### src/rtl/mem_bus_arbiter.sv
// rtl/mem_bus_arbiter.sv - shares one SRAM-style bus between instruction fetch and the mem stage
// One transaction at a time through a grant FSM, with fetch fairness and a hung-access timeout.
module mem_bus_arbiter #(
   parameter int TIMEOUT = 64,
   parameter int TO_W    = 7
) (
   input  logic        clk,
   input  logic        rst,
   input  logic        if_ce_i,
   input  logic [31:0] if_addr_i,
   output logic [31:0] if_data_o,
   output logic        if_stall_o,
   input  logic        dm_ce_i,
   input  logic        dm_we_i,
   input  logic [3:0]  dm_sel_i,
   input  logic [31:0] dm_addr_i,
   input  logic [31:0] dm_data_i,
   output logic [31:0] dm_data_o,
   output logic        dm_stall_o,
   output logic        bus_req_o,
   output logic        bus_we_o,
   output logic [3:0]  bus_sel_o,
   output logic [31:0] bus_addr_o,
   output logic [31:0] bus_data_o,
   input  logic [31:0] bus_data_i,
   input  logic        bus_ack_i,
   output logic        bus_err_o
);

   typedef enum logic [1:0] {S_IDLE, S_DGNT, S_IGNT, S_DONE} state_t;

   state_t            r_state;
   state_t            w_next;
   logic              r_owner_if;
   logic              r_if_owed;
   logic [TO_W-1:0]   r_cnt;
   logic              r_bus_req;
   logic              r_bus_we;
   logic [3:0]        r_bus_sel;
   logic [31:0]       r_bus_addr;
   logic [31:0]       r_bus_data;
   logic              r_bus_err;
   logic [31:0]       r_if_data;
   logic [31:0]       r_dm_data;
   logic              w_gnt_dm;
   logic              w_gnt_if;
   logic              w_ack;
   logic              w_tmo;
   logic              w_done;

   always_ff @(posedge clk) begin
      if (rst) r_state <= S_IDLE;
      else     r_state <= w_next;
   end

   always_comb begin
      w_next   = r_state;
      w_gnt_dm = 1'b0;
      w_gnt_if = 1'b0;
      w_ack    = 1'b0;
      w_tmo    = 1'b0;
      case (r_state)
         S_IDLE: begin
            // data wins unless a fetch was passed over last time and is still waiting
            if (dm_ce_i && !(r_if_owed && if_ce_i)) begin
               w_gnt_dm = 1'b1;
               w_next   = S_DGNT;
            end else if (if_ce_i) begin
               w_gnt_if = 1'b1;
               w_next   = S_IGNT;
            end
         end
         S_DGNT, S_IGNT: begin
            if (bus_ack_i) begin
               w_ack  = 1'b1;
               w_next = S_DONE;
            end else if (r_cnt == TO_W'(TIMEOUT - 1)) begin
               w_tmo  = 1'b1;
               w_next = S_DONE;
            end
         end
         S_DONE:  w_next = S_IDLE;
         default: w_next = S_IDLE;
      endcase
   end

   always_ff @(posedge clk) begin
      if (rst) begin
         r_owner_if <= 1'b0;
         r_if_owed  <= 1'b0;
         r_cnt      <= '0;
         r_bus_req  <= 1'b0;
         r_bus_we   <= 1'b0;
         r_bus_sel  <= 4'h0;
         r_bus_addr <= 32'h0;
         r_bus_data <= 32'h0;
         r_bus_err  <= 1'b0;
         r_if_data  <= 32'h0;
         r_dm_data  <= 32'h0;
      end else begin
         r_bus_err <= w_tmo;
         if (w_gnt_dm) begin
            r_bus_req  <= 1'b1;
            r_bus_we   <= dm_we_i;
            r_bus_sel  <= dm_sel_i;
            r_bus_addr <= dm_addr_i;
            r_bus_data <= dm_data_i;
            r_owner_if <= 1'b0;
            r_cnt      <= '0;
            if (if_ce_i) r_if_owed <= 1'b1;
         end else if (w_gnt_if) begin
            r_bus_req  <= 1'b1;
            r_bus_we   <= 1'b0;
            r_bus_sel  <= 4'hf;
            r_bus_addr <= if_addr_i;
            r_bus_data <= 32'h0;
            r_owner_if <= 1'b1;
            r_cnt      <= '0;
            r_if_owed  <= 1'b0;
         end
         if (r_state == S_DGNT || r_state == S_IGNT) r_cnt <= r_cnt + TO_W'(1);
         // a requester that dropped ce was flushed, so its returned data is discarded
         if (w_ack) begin
            r_bus_req <= 1'b0;
            if (r_owner_if) begin
               if (if_ce_i) r_if_data <= bus_data_i;
            end else if (!r_bus_we && dm_ce_i) begin
               r_dm_data <= bus_data_i;
            end
         end
         if (w_tmo) begin
            r_bus_req <= 1'b0;
            if (r_owner_if) r_if_data <= 32'h0;
            else            r_dm_data <= 32'h0;
         end
      end
   end

   assign w_done     = (r_state == S_DONE);
   assign if_stall_o = if_ce_i & ~rst & ~(w_done & r_owner_if);
   assign dm_stall_o = dm_ce_i & ~rst & ~(w_done & ~r_owner_if);
   assign if_data_o  = r_if_data;
   assign dm_data_o  = r_dm_data;
   assign bus_req_o  = r_bus_req;
   assign bus_we_o   = r_bus_we;
   assign bus_sel_o  = r_bus_sel;
   assign bus_addr_o = r_bus_addr;
   assign bus_data_o = r_bus_data;
   assign bus_err_o  = r_bus_err;

endmodule
### config.mk
export PLATFORM = sky130hd
export DESIGN_NAME = mem_bus_arbiter
export DESIGN_NICKNAME = d
export VERILOG_FILES = /design/src/rtl/mem_bus_arbiter.sv
export SDC_FILE = /design/constraint.sdc
export NUM_CORES = 1
export LEC_CHECK = 0
export CORE_AREA = 2 2 118 120
export CTS_CLUSTER_DIAMETER = 150
export DETAILED_ROUTE_END_ITERATION = 10
export DIE_AREA = 0 0 120 122
export PLACE_DENSITY_LB_ADDON = 0.25
export SYNTH_ARGS = -nofsm -noshare
export SYNTH_HDL_FRONTEND = slang
export SYNTH_SLANG_ARGS = --single-unit
export TNS_END_PERCENT = 30
### constraint.sdc
create_clock -name clk -period 1.9 [get_ports clk]
set_input_delay 0.38 -clock clk [delete_from_list [all_inputs] [get_ports clk]]
set_output_delay 0.38 -clock clk [all_outputs]
set_load 0.05 [all_outputs]
After elaboration in Yosys (flattened, before gate mapping)
Cells that the tools add are included.
{"block": "word_totals", "elab_cells": 84, "input_bits": 138, "romBits": 0, "memories": 0, "register_bits": 146, "latch_bits": 0, "out_inout_bits": 137, "ram_bits": 0}
{"block": "op_classes", "n_reduce_logical": 14, "shift": 0, "addsub": 1, "div": 0, "n_eq_ne": 7, "multipliers": 0, "muxes": 40, "n_bitwise": 10, "order_cmp": 0}
{"op": "$mux W32", "n": 14}
{"op": "$mux W7", "n": 3}
{"op": "$mux W1", "n": 16}
{"op": "$mux W2", "n": 4}
{"op": "$mux W4", "n": 2}
{"op": "$add A7 B1 Y7 const B", "n": 1}
{"op": "$eq A7 B6 Y1 const B", "n": 1}
{"op": "$and A1 B1 Y1", "n": 6}
{"op": "$ne A3 B3 Y1 const B", "n": 2}
{"op": "$pmux W2 S3", "n": 1}
{"op": "$eq A2 B2 Y1 const B", "n": 2}
{"op": "$not A1 Y1", "n": 4}
{"op": "$reduce_and A2 Y1", "n": 2}
{"op": "$reduce_or A2 Y1", "n": 2}
{"op": "$logic_and A1 B1 Y1", "n": 3}
{"op": "$reduce_bool A3 Y1", "n": 1}
{"op": "$reduce_or A3 Y1", "n": 1}
{"op": "$eq A2 B1 Y1 const B", "n": 1}
{"op": "$logic_not A1 Y1", "n": 2}
{"op": "$logic_not A2 Y1", "n": 1}
{"op": "$ne A2 B2 Y1 const B", "n": 1}
{"op": "$reduce_bool A2 Y1", "n": 1}
{"op": "$logic_or A1 B1 Y1", "n": 1}

Longest topological paths before layout
{"block": "depth", "word_depth": 8, "depth_mapped": 8, "ltp_nobuf": 6}

Least setup slack after synthesis
OpenSTA, ideal clock, no wires.
{"block": "synth_timing", "path_kind": "input to output", "from": "input rst", "to": "output dm_stall_o", "cell_stages": 4, "required_ps": 1520, "t_arrival_ps": 1473, "path_buffers": 1, "path_slack_ps": 47, "path_cell_list": "buf_2 inv_2 nand2_1 a21oi_1"}
{"block": "synth_via", "elab_chain_len": 3}
{"element": "start, declared", "line": "8", "source": "input logic rst,"}
{"element": "$not A1 Y1", "line": "141", "source": "assign dm_stall_o = dm_ce_i & ~rst & ~(w_done & ~r_owner_if);"}
{"element": "$and A1 B1 Y1 (2 in a row)", "line": "141"}
{"element": "end, declared", "line": "19", "source": "output logic dm_stall_o,"}
No other way between the ends.

Worst setup path in the final report
{"block": "layout_timing", "from": "input if_ce_i", "to": "output if_stall_o"}
{"block": "layout_via", "elab_chain_len": 2}
{"element": "start, declared", "line": "9", "source": "input logic if_ce_i,"}
{"element": "$and A1 B1 Y1 (2 in a row)", "line": "140", "source": "assign if_stall_o = if_ce_i & ~rst & ~(w_done & r_owner_if);"}
{"element": "end, declared", "line": "12", "source": "output logic if_stall_o,"}
No other way between the ends.

==> flow_summary.yaml <==
timing:
  final.setup_skew_ns: 0.00849
  total_negative_slack_for_setup_checks_ns: 0
  post-route-worst-setup-slack_ns: 0.104
  timing.final.crit_share_pct: 94.5
  pins_over_their_slew_limit: 0
  min_period_ns: 1.80
  timing.max_slew.rel_slack_pct: 64.7
  setup_viol: 0
  setup_repair_after_global_routing_missed_its_margin: "false"
  timing.fmax_mhz: 557
  worstMarginPinSlew_ns: 0.532
  timing_hold_violations_final: 0
synthesis:
  synth_top_family_by_area: "compound AO/OA/AOI/OAI gates"
  postSynthCellCount: 508
  yosys_top_cell_by_area: "dfxtp_1"
  synth_seq_cells: 146
  synth-adder-area-share_pct: 0.733
  yosys.area_share.simple_pct: 10.2
  synth_compound_area_share_pct: 26.8
  yosys.area.top_type_share_pct: 57.1
  netlist-cell-type-count: 39
  post_synth_instance_area_um2: 5120
  synth_area_leaders: "dfxtp_1 57%, a22o_1 11%, a22oi_1 4.8%, o22ai_1 4.4%, nor2_1 3.9%"
  yosys_warnings: 0
  postSynth.topFlopCell: "dfxtp_1"
  synth_fp_nets: 649
  synth-seq-area-share_pct: 57.1
  yosys-mux-area-fraction_pct: 0.831
  synth_edf_count: 0
  synth.avg_cell_area_um2: 10.1
  post_synth_xor_area_fraction_pct: 0
  ys_async_sr_fraction_pct: 0
die:
  die_ht_um: 122
  die-area_um2: 14600
  starting_density_pct: 37.9
  die_width_um: 120
  fp.coreArea_um2: 13500
  pin_count: 275
  std_cell_rows: 43
setup_path:
  ff2ff_path_depth: 6
  start_kind: "input pin"
  cp_cell_sequence: "clkdlybuf4s50_1, buf_4, and3_1, buf_4"
  timing.critical_path.arrival_ns: 1.42
  critical_path.slowest_cell: "clkdlybuf4s50_1"
  r2r_setup_slack_ns: 0.13
  worst-path-max-fanout: 6
  crit_required_ns: 1.52
  critPathBufInv: 3
  timing.critical_path.mode_cell: "buf_4"
  r2r_start: "r_cnt[0]$_SDFFE_PP0P_"
  cp-end-kind: "output port"
  criticalPathCategory: "input pin to output port"
  path_delay_family: "buffers and inverters"
  max_stage_delay_ns: 0.48
place:
  portBuffers: 274
  place.detailed.hpwl_um: 12000
  dpl_cell_area_um2: 8110
  dp_worst_setup_slack_ns: -0.206
  gp_congestion: 0.843
detailed_routing:
  post_drt_via_cell_ratio: 5.23
  detail_route.drc_violations: 0
  detailedRoute.firstPassIterationCount: 4
  drt_iter0_markers: 306
  detailroute.via_count: 5107
  drt-total-wl_um: 16900
  routedWlPerCell_um: 17.3
  drt_antenna_net_count: 0
cts:
  cts_buffers: 17
  cts_h_tree_lvls: 4
  clk_pin_slew_ns: 0.06
  ctsRootBufferMaster: "clkbuf_16"
  tritoncts: "built"
  ctsLongestPathBuffers: 2
  clock_sinks: 146
  clk_lat_worst_skew_ns: 0.41
  hold_buffers: 0
flow_run:
  max-cap-violations: 0
final_layout:
  final_net_count: 924
  syn2layout_area_growth_pct: 68.0
  final_core_utilization_pct: 63.7
  final_design_area_no_fill_um2: 8600
  drive_gt1_share_pct: 13.2
power:
  power_per_cell_area_nw_per_um2: 1340
  power_leakage_nw: 3.80
  peakVddDrop_v: 0.000693
global_routing:
  grt_start_max_net_pins: 46
  antenna_violations_before_repair: 2
  global_route.usage.met3_pct: 6.37
  met2_usage_pct: 39.3
  grt_overflow: 0
  met1_usage_pct: 24.7
  grt.total_usage_pct: 22.6
  number_of_global_route_vias_before_repair: 5169
  grt_pass1_wl_um: 26000
  grt.busiest_layer: "met2"
min_path:
  min_delay_worst_endpoint: "bus_req_o$_SDFFE_PP0P_"
  path_category_of_the_worst_min_delay_check: "input pin to flop"
  hold-path-cell-count: 4
  min-delay-start: "rst"
run_status:
  result_of_the_run: "finished clean"
==> worst max path at each step <==
stage                            start                     endpoint  slack, ns  depth (start not counted)
6_report                       if_ce_i                   if_stall_o       0.10                          4
5_1_grt        r_state[1]$_SDFFE_PP0P_                         flop       0.05                          8
4_1_cts        r_state[0]$_SDFFE_PP0P_                   if_stall_o       0.09                          4
3_5_place_dp                   dm_ce_i  bus_addr_o[28]$_SDFFE_PP0P_      -0.21                          6
3_3_place_gp                   dm_ce_i  bus_addr_o[31]$_SDFFE_PP0P_      -0.13                          6
2_1_floorplan                      rst                   dm_stall_o       0.05                          4
==> power breakdown <==
part | internal, W | switching [W]
logic | 0.00152 | 0.00297
clock network | 0.00196 | 0.00127
registers | 0.00355 | 0.000259
total | 0.00702 | 0.00450
==> area by class of cell <==
type	instances	area, µm²
diodes	1	2.50
clock buffers	19	443
clock inverters	13	138
fillers	1146	4900
inverters	5	18.8
multi-input cells	312	2010
flip-flops and latches	146	2920
well taps	180	225
repair buffers	301	2840
==> layout by cell type (no fill, tap or decap), types with 2 or more instances in the layout <==
cell type        instances
nand4_1                  2
nand2_1                  9
mux2i_1                  2
nor2_1                  51
clkinv_4                 2
nand2b_1                 2
a21oi_2                  2
buf_4                   52
nor2_2                   2
a22o_1                  63
a211oi_1                 4
dfxtp_1                146
ha_1                     2
clkdlybuf4s50_1        135
and3_1                   4
clkinv_2                 3
bufinv_16                2
mux2_2                   2
a21oi_1                  8
dlygate4sd2_1          104
clkbuf_16               18
inv_1                    4
o31ai_1                  2
nor3_1                   2
nand3_1                 34
clkinvlp_4               6
o22ai_1                 36
a22oi_1                 33
o21ai_0                 36
buf_12                   8
==> metal layers <==
metal	share of wire, %	wire [µm]
met1	40	6700
met3	5.6	953
met4	4.0	676
met5	0.047	8
met2	51	8540
==> cells in the mapped netlist (2+ instances only) <==
cell        n
a211oi_1    4
nand2_1     9
a21oi_1    10
o31ai_1     2
clkbuf_1   23
buf_2      10
nand3_1    34
buf_4       5
a22oi_1    33
nor2_1     53
mux2_2      2
nand4_1     2
buf_1       6
dfxtp_1   146
mux2i_1     2
o21ai_0    37
and3_1      4
o22ai_1    36
a22o_1     63
inv_1       4
nor3_1      2
ha_1        3
nand2b_1    2
==> stage by stage <==
step           hold slack, ns  std cells  total power (W)
4_1_cts                 0.270        974           0.0116
5_1_grt                 0.309        977           0.0120
6_report                0.292        977           0.0115
2_1_floorplan           0.460        508          0.00673
3_5_place_dp            0.458        942          0.00853
3_3_place_gp            0.454        942          0.00843
==> kinds of logic (layout without fill, tap and decap cells) <==
| group | count (synthesis) | in the layout |
|---|---|---|
| compound gates | 192 | 192 |
| flops | 146 | 146 |
| simple gates | 113 | 113 |
| buf+inv | 50 | 338 |
| mux | 4 | 4 |
| fa+ha+maj | 3 | 3 |
| other cells | 0 | 1 |
==> what timing repair did <==
| action | in CTS | in global routing |
|---|---|---|
| gates cloned | 0 | 1 |
| setup buffers | 0 | 1 |
| resized for setup | 104 | 3 |
| setup endpoints to repair | 104 | 29 |
==> worst reg2reg max path, delay by kind of cell (launching register included) <==
family          cells  cell delay (ns)
compound gates      3             0.70
fa+ha+maj           1             0.24
buf+inv             1             0.18
flops               1             0.39
simple gates        1             0.16
Power figures use the tool's default switching activity.
